--- src/rtl/arb_pkg.sv ---
// Shared constants for the 2-requester arbiter / response router slice:
// size defaults, grant encodings and the output-stage state type.
package arb_pkg;

  localparam int DW_DEF    = 32;
  localparam int DEPTH_DEF = 4;
  localparam int ID_W      = 1;

  localparam logic [1:0] GNT_NONE = 2'b00;
  localparam logic [1:0] GNT_R0   = 2'b01;
  localparam logic [1:0] GNT_R1   = 2'b10;

  typedef enum logic {
    ST_EMPTY = 1'b0,
    ST_HOLD  = 1'b1
  } stage_e;

  // Requester ID carried by a one-hot grant (bit 1 set means requester 1).
  function automatic logic [ID_W-1:0] gnt_to_id(input logic [1:0] gnt);
    return gnt[1];
  endfunction

endpackage

--- src/rtl/rsp_order_fifo.sv ---
// Order FIFO of requester IDs. A push on a full FIFO is taken only when a
// pop happens in the same cycle; a pop on an empty FIFO is ignored.
module rsp_order_fifo #(
  parameter int DEPTH = 4
) (
  input  logic                     clk,
  input  logic                     rst,
  input  logic                     push,
  input  logic                     push_id,
  input  logic                     pop,
  output logic                     head_id,
  output logic                     full,
  output logic                     empty,
  output logic [$clog2(DEPTH):0]   count
);

  localparam int AW = $clog2(DEPTH);
  localparam logic [AW:0] FULL_CNT = DEPTH[AW:0];

  logic [AW-1:0] wr_ptr;
  logic [AW-1:0] rd_ptr;
  logic          mem [DEPTH];
  logic          do_push;
  logic          do_pop;

  assign empty   = (count == '0);
  assign full    = (count == FULL_CNT);
  assign do_pop  = pop && !empty;
  assign do_push = push && (!full || do_pop);
  assign head_id = mem[rd_ptr];

  // Pointers are AW bits wide, so the increment wraps modulo DEPTH.
  always_ff @(posedge clk) begin
    // NOTE: sequential state uses non-blocking assignments so every register samples pre-edge values.
    if (rst) begin
      wr_ptr <= '0;
      rd_ptr <= '0;
      count  <= '0;
    end else begin
      if (do_push) wr_ptr <= wr_ptr + 1'b1;
      if (do_pop)  rd_ptr <= rd_ptr + 1'b1;
      case ({do_push, do_pop})
        2'b10:   count <= count + 1'b1;
        2'b01:   count <= count - 1'b1;
        default: count <= count;
      endcase
    end
  end

  // NOTE: storage is deliberately not reset; the pointers and count alone decide which entries are valid.
  always_ff @(posedge clk) begin
    if (do_push) mem[wr_ptr] <= push_id;
  end

endmodule

--- src/rtl/rsp_router_2x1.sv ---
// Routes responses from one shared target back to the granted requester in
// grant order, through a one-entry EMPTY/HOLD output stage.
module rsp_router_2x1
  import arb_pkg::*;
#(
  parameter int DW    = DW_DEF,
  parameter int DEPTH = DEPTH_DEF
) (
  input  logic                   clk,
  input  logic                   rst,
  input  logic [1:0]             grant,
  input  logic                   tgt_rsp_valid,
  input  logic [DW-1:0]          tgt_rsp_data,
  output logic                   tgt_rsp_ready,
  output logic [1:0]             rsp_valid,
  output logic [DW-1:0]          rsp_data,
  input  logic [1:0]             rsp_ready,
  output logic [$clog2(DEPTH):0] pend_cnt,
  output logic                   err_orphan,
  output logic                   err_grant
);

  stage_e          state;
  stage_e          state_nxt;
  logic [ID_W-1:0] hold_id;
  logic [DW-1:0]   hold_data;

  logic fifo_full;
  logic fifo_empty;
  logic head_id;
  logic push;
  logic pop;
  logic taken;
  logic accept;
  logic orphan;

  // Inputs are ignored while rst is high so nothing leaks into the cleared state.
  assign push   = !rst && (grant == GNT_R0 || grant == GNT_R1);
  assign taken  = (state == ST_HOLD) && rsp_ready[hold_id];
  assign tgt_rsp_ready = rst || fifo_empty || (state == ST_EMPTY) || taken;
  assign accept = !rst && tgt_rsp_valid && tgt_rsp_ready;
  // The response sees the FIFO as it was before any same-cycle push.
  assign pop    = accept && !fifo_empty;
  assign orphan = accept && fifo_empty;

  rsp_order_fifo #(
    .DEPTH (DEPTH)
  ) u_order_fifo (
    .clk     (clk),
    .rst     (rst),
    .push    (push),
    .push_id (gnt_to_id(grant)),
    .pop     (pop),
    .head_id (head_id),
    .full    (fifo_full),
    .empty   (fifo_empty),
    .count   (pend_cnt)
  );

  always_ff @(posedge clk) begin
    if (rst) state <= ST_EMPTY;
    else     state <= state_nxt;
  end

  always_comb begin
    // NOTE: a default assignment first keeps this combinational block from inferring a latch.
    state_nxt = state;
    if (pop)        state_nxt = ST_HOLD;
    else if (taken) state_nxt = ST_EMPTY;
  end

  always_comb begin
    rsp_valid = 2'b00;
    if (state == ST_HOLD) rsp_valid[hold_id] = 1'b1;
    rsp_data = hold_data;
  end

  always_ff @(posedge clk) begin
    if (rst) begin
      hold_id   <= '0;
      hold_data <= '0;
    end else if (pop) begin
      hold_id   <= head_id;
      hold_data <= tgt_rsp_data;
    end
  end

  always_ff @(posedge clk) begin
    if (rst) begin
      err_orphan <= 1'b0;
      err_grant  <= 1'b0;
    end else begin
      if (orphan) err_orphan <= 1'b1;
      if (grant == 2'b11 || (push && fifo_full && !pop)) err_grant <= 1'b1;
    end
  end

endmodule

--- config.mk ---
export PLATFORM = sky130hd
export DESIGN_NAME = rsp_router_2x1
export DESIGN_NICKNAME = d
export VERILOG_FILES = /design/src/rtl/arb_pkg.sv /design/src/rtl/rsp_order_fifo.sv /design/src/rtl/rsp_router_2x1.sv
export SDC_FILE = /design/constraint.sdc
export NUM_CORES = 1
export LEC_CHECK = 0
export BUFFER_PORTS_ARGS = -buffer_cell sky130_fd_sc_hd__buf_2
export CORE_MARGIN = 5
export CORE_UTILIZATION = 45
export CTS_CLUSTER_DIAMETER = 60
export DETAILED_ROUTE_END_ITERATION = 10
export GPL_TIMING_DRIVEN = 1
export PLACE_DENSITY = 0.74
export SYNTH_ARGS = -nofsm -noshare
export SYNTH_HDL_FRONTEND = slang
export SYNTH_SLANG_ARGS = --single-unit
--- constraint.sdc ---
create_clock -name clk -period 6.92 [get_ports clk]
set_clock_uncertainty 0.15 [all_clocks]
set_input_delay 0.346 -clock clk [delete_from_list [all_inputs] [get_ports clk]]
set_output_delay 0.346 -clock clk [all_outputs]
set_load 0.05 [all_outputs]
==> results of run 1 <==
[layout make-up]
| class | count | area (µm²) | share of cell area [%] |
|---|---|---|---|
| inverters | 8 | 30.0 | 1.14 |
| clock inverters | 1 | 8.76 | 0.333 |
| flip-flops and latches | 47 | 981 | 37.3 |
| clock buffers | 7 | 86.3 | 3.28 |
| well taps | 54 | 67.6 | 2.57 |
| repair buffers | 78 | 390 | 14.8 |
| multi-input cells | 125 | 1070 | 40.5 |
[logic make-up (layout without fill, tap and decap cells)]
| family | Yosys count | in the layout | share of synthesized area, % |
|---|---|---|---|
| and+or+nand+nor | 56 | 56 | 15.7 |
| buffers and inverters | 17 | 94 | 4.10 |
| AOI/OAI and AO/OA | 22 | 22 | 8.44 |
| adders and majority gates | 7 | 7 | 4.45 |
| xor gates and xnor gates | 2 | 2 | 0.821 |
| muxes | 38 | 38 | 20.6 |
| DFF | 47 | 47 | 46.0 |
[state kept, by name (all words and copies together) (netlist names)]
register and count:
u_order_fifo.rd_ptr 2, u_order_fifo.count 3, u_order_fifo.wr_ptr 2, u_order_fifo.mem 4, rsp_data 32, err_orphan 1, err_grant 1, state 1
hold_id 1
[routing by layer]
| metal | GRT usage, % | vias to the layer above |
|---|---|---|
| met1 | 16.9 | 737 |
| met4 | 6.19 | 0 |
| met3 | 3.63 | 5 |
| met5 | 0 | - |
| met2 | 23.7 | 49 |
| li1 | - | 803 |
[where the power goes]
part | switching, µW | internal (µW)
logic | 176 | 88.4
registers | 23.5 | 312
clock network | 89.5 | 82.0
[per-stage QoR]
stage               util [%]  power (µW)  cell area, µm²  worst slack (ns)
floorplan                  -         550            2130              4.10
global route            56.4         816            2630              3.74
finish                  56.4         771            2630              3.92
detailed placement      54.4         608            2530              3.73
CTS                     56.4         781            2630              3.90
global placement        54.4         605            2530              3.80
[worst paths after layout]
path                      startpoint                            endpoint  slack, ns  cells after the start
min reg2reg  err_orphan$_SDFFE_PP0P_             err_orphan$_SDFFE_PP0P_       0.32                      2
min                  tgt_rsp_data[4]            rsp_data[4]$_SDFFE_PP0P_       0.11                      2
max             hold_id$_SDFFE_PP0P_  u_order_fifo.count[2]$_SDFFE_PP0P_       3.92                      9
max reg2reg     hold_id$_SDFFE_PP0P_  u_order_fifo.count[2]$_SDFFE_PP0P_       3.92                      9
[worst register-to-register path, delay by kind of cell, from the launching register on]
family	cells	cell delay, ns
AO/OA/AOI/OAI	2	1.02
adder cells (fa/ha/maj)	2	0.43
flip-flops	1	0.41
multiplexers	1	0.35
AND/OR/NAND/NOR	1	0.31
buffers and inverters	2	0.18
XOR/XNOR	1	0.07
[cell usage after synthesis]
cell type,instances,area share (%)
o211a_1,4,1.9
a211o_1,1,0.41
ha_1,6,3.5
mux2_2,28,15
nand2_1,1,0.18
a311o_1,1,0.47
a21boi_0,1,0.35
mux4_2,1,1.1
nor2b_1,35,10
o2bb2ai_1,1,0.41
o2111a_1,1,0.53
o32ai_1,1,0.41
or3_1,3,0.88
or3b_2,1,0.41
buf_2,1,0.23
fa_1,1,0.94
xor2_1,2,0.82
buf_6,3,1.6
inv_1,8,1.4
dfxtp_1,43,40
a311oi_1,1,0.41
nor3b_1,2,0.70
clkbuf_1,5,0.88
nor2_1,7,1.2
edfxtp_1,4,5.6
mux2_4,1,0.70
a21oi_1,4,0.94
a211oi_1,2,0.70
mux2_1,5,2.6
and2_1,1,0.29
o211ai_4,1,1.0
o21ai_0,4,0.94
nor3_1,1,0.23
mux2i_1,3,1.4
nand2b_1,5,1.5
==> metrics.md, run 1 <==
| Metric | Value |
|---|---|
| Total via count after detailed routing | about 1600 |
| DRC violations left | 0 |
| Transition time of the tightest slew-check pin | ~1.1 ns |
| Cell Area, Synth | 2130 µm² |
| Top metal layer carrying routed signals | met4 |
| Number of antenna violations at the first check in global routing | 0 |
| Count of buffers added by post-CTS timing repair for setup | 0 |
| Vias in the first global route | 1519 |
| Number of buffers and inverters on the critical path | 2 |
| Number of endpoints with negative hold slack in the final report | 0 |
| Avg Cell Area, Syn | 11.3 µm² |
| Placed insts | approximately 310 |
| Root Buffer Master | clkbuf_8 |
| Number of fill cells | 420 |
| Layout-stage area growth over the synthesis result | 23.2% |
| Tmin final | roughly 3 ns |
| WP data required | 6.99 ns |
| Library cell appearing most often on the critical path | inv_1 |
| Slowest cell on crit path | o211ai_4 |
| Post-synthesis instance total | roughly 190 |
| Total CTS buffers | 5 |
| Worst-path maximum fanout | 35 |
| CP Class | flop to flop |
| CORE AREA | 4660 µm² |
| Total number of nets in the final design | between 300 and 400 |
| Cell variety after synth | 35 |
| Most common cell after layout, fill and taps aside | buf_2 |
| Gr usage total | 14.1% |
| CTS tree | done |
| Period Utilization, post-route | 43.4% |
| Detailed-router iteration count before antenna repair | 4 |
| Largest delay share family, worst path | compound AO/OA/AOI/OAI gates |
| Drt total wl | ~4300 µm |
| Number of maximum-capacitance violations | 0 |
| CTS Buffer Depth | 2 |
| Number of sinks driven by the clock tree | 47 |
| Class of the most critical hold timing path | input pin to flop |
| Top library cells by usage in the layout, fill and taps aside | buf_2, dfxtp_1, nor2b_1 |
| Result of the run | completed |
| Register clock-pin slew on the reported worst setup and hold paths | approximately 0.09 ns |
| Cell-by-cell listing of the critical path | mux2_4, o211ai_4, inv_1, ha_1, inv_1, fa_1, xor2_1, or3_1, a21oi_1 |
| RSZ-0062 raised after global routing | no |
| Overall die area | a little over 6000 µm² |
| Register bit total from synthesis | 47 |
| Initial core utilization | 45.8% |
| Boundary pin count | 79 |
| Die height | around 79 µm |
| Tightest hold margin | between 0.1 and 0.15 ns |
| Category of the worst setup path capture point | flop |
| FP Rows | 25 |
| Final global-route overflow total | 0 |
| First DRT Iteration DRCs | 35 |
| CTS H-tree lvls | 2 |
| Final sum of negative setup slack | 0 ns |
| Upper clock frequency limit | between 300 and 400 MHz |
| Width of the die | slightly below 80 µm |
| Final std cells w/o fill | 320 |
| Half-perimeter wire length of the detailed placement result | roughly 3100 µm |
| Skew-Pair Late Insertion Delay | ~0.29 ns |
| Critical path's largest stage delay | 0.89 ns |
| Length of routed wiring on met1 | around 1800 µm |
| Final setup violation count | 0 |
| Detailed route wirelength on metal3 | 303 µm |
| Synthesized netlist net count | between 200 and 250 |
| Weighted congestion reported at the end of routability-driven placement | about 0.77 |
| Peak ir drop on the vdd network | approximately 0.13 mV |
| Total of buffers placed on input and output ports | ~80 |
| Critical path launch point type | flop |
| Sequential cell area fraction in the yosys report | ~46% |
| Drt via density | about 5 |
| Cell leakage power | between 0.001 and 0.0015 µW |
| Hold buffers post-CTS | 0 |
| Critical Path AT | about 3.1 ns |
| Met2 WL post-DR | roughly 2200 µm |
| Number of antenna diodes | 0 |
| Number of nets with antenna violations after routing | 0 |
| Share of post-route cells with drive strength above 1 | a little over two fifths |
| Post_cts resized | 0 |
| Slew margin rel. | 23.3% |
| First-pass GRT wire length | approximately 7000 µm |
| Power density cells | ~300 nW/µm² |
| Pin count of the biggest net entering global routing | 50 |
| Drt wl/cell | 13.5 µm |
| Count of final max-slew check failures | 0 |
| YS warnings | 0 |
Power figures use the tool's default switching activity.
==> inputs of run 2 (changes only) <==
Settings changed: CORE_UTILIZATION 45 to 44, PLACE_DENSITY 0.74 to 0.75.
Clock period 6.92 ns to 2.6 ns, I/O delays scaled along.
==> run 2 against run 1 <==
Compared with the run above: via count is 8.2% higher; final area is 16% higher; hold slack worse by 0.076 ns; cell count is 17% higher; clock power grew to 2.9 times the previous value; die area is 2.0% higher; flip-flop and latch count stayed put; register-to-register slack worse by 3.7 ns; sequential share of layout area is 5.1 points lower; setup slack worse by 3.7 ns; routed wire length is 14% higher.
==> metrics.md, run 2 (synthesized netlist as in run 1, its figures left out) <==
| Metric | Value |
|---|---|
| Result of the run | completed |
| CTS Buffer Depth | 2 |
| Root Buffer Master | clkbuf_8 |
| Number of fill cells | between 300 and 400 |
| Number of antenna diodes | 0 |
| Most common cell after layout, fill and taps aside | buf_2 |
| Detailed-router iteration count before antenna repair | 4 |
| Gr usage total | about 16% |
| Final setup violation count | 0 |
| Cell leakage power | ~0.0015 µW |
| Total via count after detailed routing | about 1700 |
| RSZ-0062 raised after global routing | no |
| Initial core utilization | between 40% and 50% |
| Count of final max-slew check failures | 0 |
| Worst-path maximum fanout | 4 |
| CORE AREA | 4720 µm² |
| Total CTS buffers | 5 |
| Category of the worst setup path capture point | flop |
| Drt via density | 4.61 |
| Boundary pin count | 79 |
| Number of nets with antenna violations after routing | 0 |
| Vias in the first global route | about 1800 |
| Layout-stage area growth over the synthesis result | 43.4% |
| Number of sinks driven by the clock tree | 47 |
| Total of buffers placed on input and output ports | ~80 |
| Die height | roughly 80 µm |
| Peak ir drop on the vdd network | about 0.37 mV |
| Skew-Pair Late Insertion Delay | roughly 0.29 ns |
| Share of post-route cells with drive strength above 1 | 42.7% |
| Final global-route overflow total | 0 |
| Width of the die | between 70 and 80 µm |
| CP Class | input pin to flop |
| Class of the most critical hold timing path | input pin to flop |
| Tmin final | 2.42 ns |
| Worst setup margin | between 0.15 and 0.2 ns |
| First-pass GRT wire length | a little over 8000 µm |
| Pin count of the biggest net entering global routing | 35 |
| Power density cells | 700 nW/µm² |
| Final std cells w/o fill | between 300 and 400 |
| Pre-CTS setup slack | approximately 0.12 ns |
| First DRT Iteration DRCs | 52 |
| Critical Path AT | between 2 and 3 ns |
| Register clock-pin slew on the reported worst setup and hold paths | around 0.090 ns |
| Number of antenna violations at the first check in global routing | 0 |
| FP Rows | 25 |
| Number of flip-flops under the largest register name | 32 |
| Count of buffers added by post-CTS timing repair for setup | 0 |
| CTS tree | done |
| Period Utilization, post-route | between 90 and 100% |
| WP data required | between 2 and 3 ns |
| Overall die area | about 6300 µm² |
| Top library cells by usage in the layout, fill and taps aside | buf_2, dfxtp_1, nor2b_1 |
| Upper clock frequency limit | approximately 410 MHz |
| Slew margin rel. | 70.8% |
| Total power consumption of the routed design | around 2100 µW |
| Drt total wl | about 4900 µm |
| Half-perimeter wire length of the detailed placement result | 3110 µm |
| Total number of nets in the final design | between 300 and 400 |
| DRC violations left | 0 |
| Final sum of negative setup slack | 0 ns |
| Weighted congestion reported at the end of routability-driven placement | 0.888 |
| CTS H-tree lvls | 2 |
| Number of maximum-capacitance violations | 0 |
| Critical path launch point type | input pin |
| Drt wl/cell | roughly 13 µm |
| Transition time of the tightest slew-check pin | around 0.44 ns |
| Number of endpoints with negative hold slack in the final report | 0 |
| Placed insts | about 330 |
## run 2: changes by cell type in the layout (fill, tap and decap cells not counted)
cell,before,now
nor3b_1,2,1
clkbuf_8,6,7
clkinv_4,1,0
mux2i_2,0,1
inv_4,0,1
mux2i_1,3,2
nor3b_2,0,1
clkbuf_1,1,0
buf_4,0,7
dfxtp_1,43,39
dlygate4sd3_1,0,34
dfxtp_2,0,4
## run 2: final cells by class
type,instances,area [µm²],share of cell area (%)
inverters,8,30.0,0.981
clock buffers,7,96.3,3.15
repair buffers,119,783,25.6
well taps,67,83.8,2.74
clock inverters,1,6.26,0.204
multi-input cells,125,1070,35.1
flip-flops and latches,47,986,32.2
## run 2: timing repair
action | CTS | global route
endpoints found under the setup margin | 0 | 1
resized for setup | 0 | 2
hold endpoints to repair | 38 | 0
hold buffers | 34 | 0
## run 2: final timing paths
| path | from | endpoint | slack (ns) | cells after the start |
|---|---|---|---|---|
| worst max-delay path | tgt_rsp_valid | u_order_fifo.count[2]$_SDFFE_PP0P_ | 0.18 | 11 |
| worst min-delay path | rst | u_order_fifo.count[0]$_SDFFE_PP0P_ | 0.03 | 2 |
| worst max register to register | hold_id$_SDFFE_PP0P_ | u_order_fifo.count[2]$_SDFFE_PP0P_ | 0.19 | 9 |
| worst min register to register | err_orphan$_SDFFE_PP0P_ | err_orphan$_SDFFE_PP0P_ | 0.33 | 2 |
## run 2: critical path: stages
cell and delay, ns:
dlygate4sd3_1 0.53, buf_2 0.14, nor2b_1 0.31, o211ai_4 0.12
inv_1 0.07, ha_1 0.17, inv_1 0.06, fa_1 0.37
xor2_1 0.15, or3_1 0.30, a21oi_1 0.14
## run 2: metrics by stage
| stage | instance area, µm² | hold slack (ns) | utilization, % |
|---|---|---|---|
| after CTS | 3060 | 0.0215 | 64.7 |
| after global placement | 2610 | 0.185 | 55.3 |
| final | 3060 | 0.0304 | 64.8 |
| after detailed placement | 2610 | 0.189 | 55.3 |
| after global routing | 3060 | 0.0467 | 64.8 |
| after floorplan | 2140 | 0.0789 | - |
## run 2: per-layer routing
layer  up-vias  routed length (µm)  GRT usage (%)
li1        887                   -              -
met1       782                2130           19.7
met2        52                2460           29.5
met3         4                 270           3.50
met4         0                  52           4.12
met5         -                   0              0
## run 2: power breakdown
| part | internal, µW | switching (µW) |
|---|---|---|
| clock network | 243 | 245 |
| logic | 279 | 480 |
| registers | 833 | 62.8 |
